File: src/rtl/pwm_capture_scheduler.sv
// Round-robin PWM duty capture: one shared width counter scans NUM_CH synchronized inputs.
// Latency: 2-cycle input sync plus PERIOD measure cycles and 1 store cycle per channel.
// No backpressure: done pulses for one cycle and the duty table is read combinationally.
module pwm_capture_scheduler #(
  parameter int NUM_CH          = 4,
  parameter int PERIOD_WIDTH_NS = 100000,
  parameter int SYS_FREQ_MHZ    = 100,
  localparam int CW             = (NUM_CH > 1) ? $clog2(NUM_CH) : 1
) (
  input  logic              clk,
  input  logic              reset,
  input  logic              enable,
  input  logic [NUM_CH-1:0] signals,
  input  logic              pri_req,
  input  logic [CW-1:0]     pri_ch,
  input  logic [CW-1:0]     rd_sel,
  output logic [9:0]        rd_duty,
  output logic              done,
  output logic [CW-1:0]     done_ch,
  output logic [9:0]        done_duty,
  output logic              busy
);

  localparam int PERIOD = PERIOD_WIDTH_NS * SYS_FREQ_MHZ / 1000;
  localparam int WW     = $clog2(PERIOD) + 1;
  localparam int PW     = WW + 10;

  typedef enum logic [1:0] {IDLE, MEASURE, STORE} state_t;

  state_t            state, state_nxt;
  logic [NUM_CH-1:0] sync1, sync2;
  logic              sel_signal;
  logic [WW-1:0]     cnt, width;
  logic [CW-1:0]     cur_ch, next_ch;
  logic [PW-1:0]     product;
  logic [9:0]        duty_calc;
  logic [9:0]        duty_q [NUM_CH];

  // Two-flop synchronizer on every raw PWM line; the extra latency is not compensated.
  always_ff @(posedge clk or posedge reset) begin
    if (reset) begin
      sync1 <= '0;
      sync2 <= '0;
    end else begin
      sync1 <= signals;
      sync2 <= sync1;
    end
  end

  assign sel_signal = sync2[cur_ch];

  // Duty scaling: width*1023/PERIOD truncated; a fully-high window yields exactly 1023.
  assign product   = PW'(width) * PW'(1023);
  assign duty_calc = 10'(product / PW'(PERIOD));

  // Next channel: in-range priority request wins, otherwise wrap-around rotation.
  always_comb begin
    if (cur_ch == CW'(NUM_CH - 1)) next_ch = '0;
    else                           next_ch = cur_ch + 1'b1;
    if (pri_req && (int'(pri_ch) < NUM_CH)) next_ch = pri_ch;
  end

  // State register.
  always_ff @(posedge clk or posedge reset) begin
    if (reset) state <= IDLE;
    else       state <= state_nxt;
  end

  // Next-state logic: disable aborts a measurement but never a store in progress.
  always_comb begin
    state_nxt = state;
    case (state)
      IDLE:    if (enable) state_nxt = MEASURE;
      MEASURE: begin
        if (!enable)                        state_nxt = IDLE;
        else if (cnt == WW'(PERIOD - 1))    state_nxt = STORE;
      end
      STORE:   state_nxt = enable ? MEASURE : IDLE;
      default: state_nxt = IDLE;
    endcase
  end

  // Measurement datapath: accumulate high samples, restart counters, advance channel on store.
  always_ff @(posedge clk or posedge reset) begin
    if (reset) begin
      cnt    <= '0;
      width  <= '0;
      cur_ch <= '0;
    end else begin
      case (state)
        MEASURE: begin
          cnt   <= cnt + 1'b1;
          width <= width + WW'(sel_signal);
        end
        STORE: begin
          cnt    <= '0;
          width  <= '0;
          cur_ch <= next_ch;
        end
        default: begin
          cnt   <= '0;
          width <= '0;
        end
      endcase
    end
  end

  // Duty table: written at the end of the store cycle, so reads see the old value during it.
  always_ff @(posedge clk or posedge reset) begin
    if (reset) begin
      for (int i = 0; i < NUM_CH; i++) duty_q[i] <= '0;
    end else if (state == STORE) begin
      duty_q[cur_ch] <= duty_calc;
    end
  end

  // Combinational read port; out-of-range selects read as zero.
  always_comb begin
    rd_duty = '0;
    if (int'(rd_sel) < NUM_CH) rd_duty = duty_q[rd_sel];
  end

  // Output decode: done and its payload are only non-zero in the store cycle.
  always_comb begin
    busy      = (state != IDLE);
    done      = (state == STORE);
    done_ch   = '0;
    done_duty = '0;
    if (state == STORE) begin
      done_ch   = cur_ch;
      done_duty = duty_calc;
    end
  end

endmodule

File: config.mk
export PLATFORM = sky130hd
export DESIGN_NAME = pwm_capture_scheduler
export DESIGN_NICKNAME = d
export VERILOG_FILES = /design/src/rtl/pwm_capture_scheduler.sv
export SDC_FILE = /design/constraint.sdc
export NUM_CORES = 1
export LEC_CHECK = 0
export CORE_AREA = 2 2 171 173
export CTS_CLUSTER_SIZE = 16
export DETAILED_ROUTE_END_ITERATION = 16
export DIE_AREA = 0 0 173 175
export PLACE_DENSITY_LB_ADDON = 0.15
export SLEW_MARGIN = 20
export SYNTH_ARGS = -nofsm -noshare
export SYNTH_HDL_FRONTEND = slang
export SYNTH_SLANG_ARGS = --single-unit
File: constraint.sdc
create_clock -name clk -period 21.8 [get_ports clk]
set_input_delay 4.36 -clock clk [delete_from_list [all_inputs] [get_ports clk]]
set_output_delay 4.36 -clock clk [all_outputs]
set_load 0.02 [all_outputs]
Yosys cells after proc, flatten, opt, wreduce, memory -nomap -nowiden
Index checks and enable logic that the tools add are counted.
{"block": "totals", "register_bits": 82, "in_bits": 12, "output_inout_bits": 24, "wordCells": 50}
{"block": "classes", "add_sub_neg": 3, "multipliers": 1, "div_mod_pow": 1, "n_lt_le_gt_ge": 4, "n_eq_ne": 6, "mux": 19, "bitwise_logic": 2, "reduce_logical": 4}
{"cell": "$bwmux 40", "n": 1}
{"cell": "$mux 10", "n": 4}
{"cell": "$mux 15", "n": 2}
{"cell": "$div 25x14->25 const B", "n": 1}
{"cell": "$mul 15x10->25 const B", "n": 1}
{"cell": "$bmux 10 s2", "n": 1}
{"cell": "$demux 10 s2", "n": 1}
{"cell": "$add 15x1->15", "n": 1}
{"cell": "$add 15x1->15 const B", "n": 1}
{"cell": "$eq 15x14->1 const B", "n": 1}
{"cell": "$mux 2", "n": 6}
{"cell": "$ge 3x3->1 const B", "n": 2}
{"cell": "$not 2->3", "n": 2}
{"cell": "$pmux 2 s3", "n": 1}
{"cell": "$eq 2x2->1 const B", "n": 2}
{"cell": "$lt 2x3->1 const B", "n": 1}
{"cell": "$lt 3x1->1 const B", "n": 1}
{"cell": "$ne 3x3->1 const B", "n": 1}
{"cell": "$add 2x1->2 const B", "n": 1}
{"cell": "$bmux 1 s2", "n": 1}
{"cell": "$eq 2x1->1 const B", "n": 1}
{"cell": "$logic_not 2->1", "n": 1}
{"cell": "$mux 1", "n": 2}
{"cell": "$ne 2x2->1 const B", "n": 1}
{"cell": "3 further kinds", "n": 3}

Longest topological paths before layout
Gate-level depths: netlist of the first run.
{"block": "logic_depth", "ltp_word": 6, "depth_mapped": 56}

Worst setup path before layout of the first run
OpenSTA, ideal clock, no wires.
{"block": "synth_path", "path_type": "register -> output", "startpoint": "register width[11]", "endpoint": "output done_duty[0]", "arrival_time_ps": 14018, "required_ps": 17440, "setup_slack_ps": 3422, "path_stages_with_launch": 53, "path_cell_list": "dfrtp_1 -> fa_1 -> inv_1 -> fa_1 -> inv_1 -> fa_1 -> fa_1 -> inv_1 -> fa_1 -> inv_1 -> ha_1 -> buf_2 -> and2_1 -> nand3_1 -> nor2_1 -> o31a_1 -> o22a_1 -> buf_6 -> [17 not listed] -> nand2_1 -> a21oi_1 -> nor3_1 -> or3b_1 -> nand2_2 -> o311ai_2 -> or3b_4 -> xnor2_1 -> o31a_1 -> a311oi_2 -> mux2_1 -> a211o_1 -> o31ai_2 -> a21oi_2 -> xor2_1 -> a31o_1 -> nor2b_1 -> o211a_1"}
{"block": "synth_between", "elab_chain_len": 3}
{"element": "start: declaration", "line_no": "33", "rtl": "logic [WW-1:0] cnt, width;"}
{"element": "start signal: assignment", "line_no": "93", "rtl": "width <= width + WW'(sel_signal);"}
{"element": "$mul 15x10->25", "line_no": "53", "rtl": "assign product = PW'(width) * PW'(1023);"}
{"element": "$div 25x14->25", "line_no": "54", "rtl": "assign duty_calc = 10'(product / PW'(PERIOD));"}
{"element": "$mux 10", "line_no": "129", "rtl": "if (state == STORE) begin"}
{"element": "end: declaration", "line_no": "20", "rtl": "output logic [9:0] done_duty,"}
No other way between the ends.

Final worst setup path of the first run
Same ends and word-level chain as after synthesis.

==> reports/summary.txt, run 1 <==
Hold Crit Class: register to register
Largest net degree at the start of global routing: 81
Period minus WS final: 20.89 ns
Final WS setup: 0.908 ns
CP max FO: 13
Post-synthesis sequential area ratio: 16.3%
Filler cells: 2,811
Core Util, Final: 48.4%
Area Growth Syn to Fin: 9.04%
Top-area cell type share of the netlist area: 16.3%
Vias in the first global route: 11,100
Iter 0 DRT Violations: 713
Inserted Clock Buffers: 9
Die Span X: 173 um
PD cells: 34.1 nW/um^2
Total grt overflow: 0
Static leakage: 5.81 nW
All-Layer GR Usage: 22.0%
Worst-Margin Slew: 1.03 ns
WL final: 33,100 um
Final nets: 1,646
Post-synthesis cell type count: 130
Clock-pin slew on the worst setup and hold paths: 0.06 ns
Final ANT Viol Nets: 0
Inserted Diodes: 0
Crit path top cell by count: fa_1
Worst VDD drop: 35.4 uV
Critical Path End Type: primary output
Antenna violations before repair: 0
Clk root buf: clkbuf_16
Dpl cells: 1,848
Final RePlAce weighted congestion: 0.866
Syn nets: 1,635
DP HPWL: 26,500 um
First-pass GRT wire length: 56,100 um
Final non-filler cell total: 1,871
Startpoint types: register
Final routed DRC violation total: 0
Setup CP Type: register to primary output
FFs w/ async S/R, synth: 100%
Commonest cells post-synth: nand2_1, nor2_1, inv_1
Main area contributors after synthesis: dfrtp_1, fa_1, ha_1
Pre-Repair DR Iteration Count: 5
Area leader, netlist: dfrtp_1
Worst path required time: 17.44 ns
CP arrival: 16.53 ns
Hold_buf cts: 0
Share of post-route cells with drive strength above 1: 12.2%
Syn Inst Count: 1,471
Routed via count: 11,100
CTS max path bufs: 2
Worst clock skew: 0.00531 ns
Final setup fails: 0
DP Area: 13,200 um^2
Crit-path slowest cell: fa_1
Mean post-synth cell area: 8.57 um^2
Initial Util: 44.4%
Top achievable clock speed: 0.0479 GHz
CTS tree: built
Slowest stage delay, CP: 0.71 ns
Final period util: 95.8%
Clock sink count: 82
CTS H-tree depth: 3
Syn Std Cell Area: 12,600 um^2
Chip Height: 175 um
Endpoints failing hold: 0
Clock Latency Late Sink: 0.33 ns
PortBufs: 35
# IOs: 36
Routed wire per std cell: 17.7 um
Final slew viol count: 0
#FFs+latches synth: 82
Die ar.: 30,300 um^2
Worst slew margin: 31.4%
Pwr Total: 0.469 mW
Post-Place Worst Slack: 0.833 ns
Multi-input combinational cell area: 9950 um^2
Predominant post-synthesis flop cell: dfrtp_1
Total number of yosys warnings: 0
Max cap viols: 0
Reg area: 2050 um^2
Via-to-Cell Ratio: 5.96
Area of the core: 28,400 um^2
Number of synthesized flops with an enable pin: 0
Core Rows: 62
Post-route cell area: 13,700 um^2
Status: finished clean
Most common cell in the netlist: nand2_1
[worst paths after layout]
kind	startpoint	slack (ns)	end	depth (start not counted)
max in group asynchronous	reset	16.71	duty_q[31]	3
worst max-delay path	width[11]	0.91	done_duty[0]	51
worst max register to register	width[11]	5.96	duty_q[0]	50
worst min-delay path	sync1[3]	0.35	sync2[3]	0
worst min register to register	sync1[3]	0.35	sync2[3]	0
min in group asynchronous	reset	4.22	sync1[0]	2
[through the flow]
step | TNS [ns] | hold WS (ns)
CTS | 0 | 0.351
global route | -0.0222 | 0.363
global placement | 0 | 0.333
finish | 0 | 0.347
detailed placement | 0 | 0.336
floorplan | 0 | 0.331
[critical path, delay by kind of cell, from the launching register on]
family	cells	cell delay, ns
AOI/OAI and AO/OA	23	7.49
adders and majority gates	6	3.22
and+or+nand+nor	10	2.06
buffers and inverters	7	1.24
muxes	3	1.11
xor gates and xnor gates	2	0.52
DFF	1	0.51
[power breakdown]
group	switching [mW]	internal (mW)	leakage, nW
Combinational	0.0905	0.0499	4.54
Sequential	0.00223	0.154	1.11
Clock	0.0603	0.112	0.166
[registers in the layout, indices dropped and copies added, names as in the netlist]
register	cells
state	2
width	15
sync2	4
duty_q	40
cur_ch	2
cnt	15
sync1	4
[cell families (layout without fill, tap and decap cells)]
family,after synthesis,in the layout,synth area share [%]
adders and majority gates,154,154,19.7
DFF,82,82,16.3
xor gates and xnor gates,88,88,6.53
buffers and inverters,166,182,5.66
and+or+nand+nor,511,511,20.8
AOI/OAI and AO/OA,437,437,27.0
muxes,33,33,4.01
[routing by layer]
layer / track usage (%) / wire length, um / vias up
met5: 0 / 0 / -
met4: 4.34 / 386 / 0
met3: 1.39 / 887 / 34
met2: 38.7 / 16200 / 232
met1: 30.1 / 15600 / 5435
li1: - / - / 5444
[final cells by class]
| type | count | share of cell area (%) |
|---|---|---|
| clock buffer | 9 | 1.64 |
| sequential | 82 | 14.9 |
| clock inverter | 7 | 0.847 |
| multi-input combinational | 1223 | 72.4 |
| inverter | 113 | 3.10 |
| tap | 384 | 3.50 |
| timing repair buffer | 53 | 3.56 |
[placed cells by master (no fill, tap or decap), drive strengths merged, types with 10 or more instances in the layout]
cell           instances
fa                    75
nor3                  54
dfrtp                 82
nand3                 47
ha                    77
xnor2                 56
o22ai                 10
nor4                  24
a31oi                 28
inv                  113
a21oi                 66
clkdlybuf4s50         35
nand2                133
and3                  19
o21ai                100
mux2i                 15
a211o                 14
or3                   17
o31ai                 11
xor2                  32
mux4                  11
o21a                  17
nor2                 129
o211ai                20
a21o                  21
or2                   15
nand4                 24
and2                  15
a211oi                26
buf                   18
[what timing repair did]
action	in CTS	in global routing
resized for setup	0	22
endpoints found under the setup margin	0	2
setup buffers	0	7
endpoints found under the hold margin	0	0
No activity file was read; power rests on OpenSTA's default activity.
==> inputs of run 2 (changes only) <==
- CELL_PAD_IN_SITES_DETAIL_PLACEMENT: default -> 1
- CELL_PAD_IN_SITES_GLOBAL_PLACEMENT: default -> 1
- CORE_AREA: 2 2 171 173 -> 2 2 162 164
- DIE_AREA: 0 0 173 175 -> 0 0 164 166
==> reports/summary.txt, run 2 (same netlist as run 1, synthesis figures left out) <==
WL final: 38,800 um
Top achievable clock speed: 0.0474 GHz
Crit path top cell by count: fa_1
Pwr Total: 0.452 mW
Vias in the first global route: 12,000
Biggest register: duty_q
Commonest non-fill, non-tap cell in the layout: nand2_1
Clock sink count: 82
Die ar.: 27,200 um^2
Max FFs per register: 40
Comb power frac: 32.1%
Critical Path End Type: primary output
Area Growth Syn to Fin: 8.10%
Final routed DRC violation total: 0
Pre-Repair DR Iteration Count: 7
Static leakage: 5.79 nW
Worst slew margin: 33.0%
Biggest regs: duty_q (40), cnt (15), width (15)
Final nets: 1,646
Clock-pin slew on the worst setup and hold paths: 0.06 ns
Routed wire per std cell: 21.3 um
PortBufs: 35
Setup CP Type: register to primary output
Chip Height: 166 um
Area of the core: 25,600 um^2
Startpoint types: register
Share of post-route cells with drive strength above 1: 11.9%
CTS tree: built
Inserted Diodes: 0
Reg power frac: 34.7%
Worst path required time: 17.44 ns
Worst VDD drop: 45.1 uV
Clock Latency Late Sink: 0.33 ns
Dpl cells: 1,796
Final RePlAce weighted congestion: 0.883
CTS max path bufs: 2
Period minus WS final: 21.08 ns
CP arrival: 16.72 ns
Sw Ratio: 34.1%
Final ANT Viol Nets: 0
Max cap viols: 0
Iter 0 DRT Violations: 608
First-pass GRT wire length: 63,100 um
Via-to-Cell Ratio: 6.35
Largest net degree at the start of global routing: 55
All-Layer GR Usage: 28.3%
Status: finished clean
Worst clock skew: 0.00743 ns
Final WS setup: 0.724 ns
Hold Crit Class: register to register
Total grt overflow: 0
Switching power: 0.154 mW
# IOs: 36
CTS H-tree depth: 3
Clock Power Share: 33.2%
Clk root buf: clkbuf_16
Antenna violations before repair: 0
PD cells: 33.2 nW/um^2
Slowest stage delay, CP: 0.70 ns
Core Rows: 59
Initial Util: 49.2%
Final period util: 96.7%
Worst-Margin Slew: 0.999 ns
Internal power: 0.298 mW
Endpoints failing hold: 0
Final non-filler cell total: 1,820
Post-Place Worst Slack: 0.459 ns
Final setup fails: 0
Inserted Clock Buffers: 9
Die Span X: 164 um
DP HPWL: 30,500 um
Routed via count: 11,600
Final slew viol count: 0
Most frequent cells in the layout: nand2_1, nor2_1, inv_1, dfrtp_1, ha_1
Crit-path slowest cell: fa_1
CP max FO: 14
run 2: worst paths after layout:
kind,from,endpoint,slack [ns],depth (start not counted)
min in group asynchronous,reset,cnt[10],4.38,2
max in group asynchronous,reset,duty_q[11],16.38,3
hold / removal,sync1[2],sync2[2],0.35,0
setup reg to reg,width[2],duty_q[10],5.78,46
hold reg to reg,sync1[2],sync2[2],0.35,0
setup / recovery,width[2],done_duty[0],0.72,47
run 2: final cells by class:
| cell class | instances | area, um^2 |
|---|---|---|
| fill | 3034 | 12000 |
| tap | 335 | 419 |
| inverter | 113 | 425 |
| timing repair buffer | 53 | 485 |
| clock inverter | 2 | 37.5 |
| clock buffer | 12 | 256 |
| sequential | 82 | 2050 |
| multi-input combinational | 1223 | 9950 |
run 2: metrics by stage:
stage / util, % / hold slack (ns) / TNS (ns) / cell area [um^2]
after floorplan: - / 0.331 / 0 / 12600
after global placement: 51.3 / 0.336 / 0 / 13100
after detailed placement: 51.3 / 0.342 / 0 / 13100
after CTS: 52.5 / 0.354 / 0 / 13400
after global routing: 53.2 / 0.364 / -0.130 / 13600
final: 53.2 / 0.350 / 0 / 13600
run 2: power by group through the flow:
stage / sequential, mW / combinational [mW] / clock [mW]
after floorplan: 0.158 / 0.109 / 0
after global placement: 0.159 / 0.139 / 0
after detailed placement: 0.159 / 0.143 / 0
after CTS: 0.157 / 0.144 / 0.153
after global routing: 0.157 / 0.160 / 0.160
final: 0.157 / 0.145 / 0.150
run 2: timing repair:
item	CTS	global route
setup endpoints to repair	0	2
buffers inserted	0	10
hold buffers	0	0
resized for setup	0	19
run 2: critical path, delay by kind of cell, from the launching register on:
| kind | cells | cell delay (ns) |
|---|---|---|
| muxes | 3 | 0.97 |
| xor gates and xnor gates | 3 | 1.06 |
| buffers and inverters | 4 | 0.91 |
| adders and majority gates | 6 | 3.39 |
| AOI/OAI and AO/OA | 25 | 8.18 |
| DFF | 1 | 0.53 |
| and+or+nand+nor | 6 | 1.28 |
run 2: routing by layer:
metal	GRT usage, %	vias to the layer above	share of wire [%]
li1	-	5459	-
met1	36.9	5812	44
met2	50.6	216	51
met3	1.67	65	2.5
met4	8.01	0	2.3
met5	0	-	0
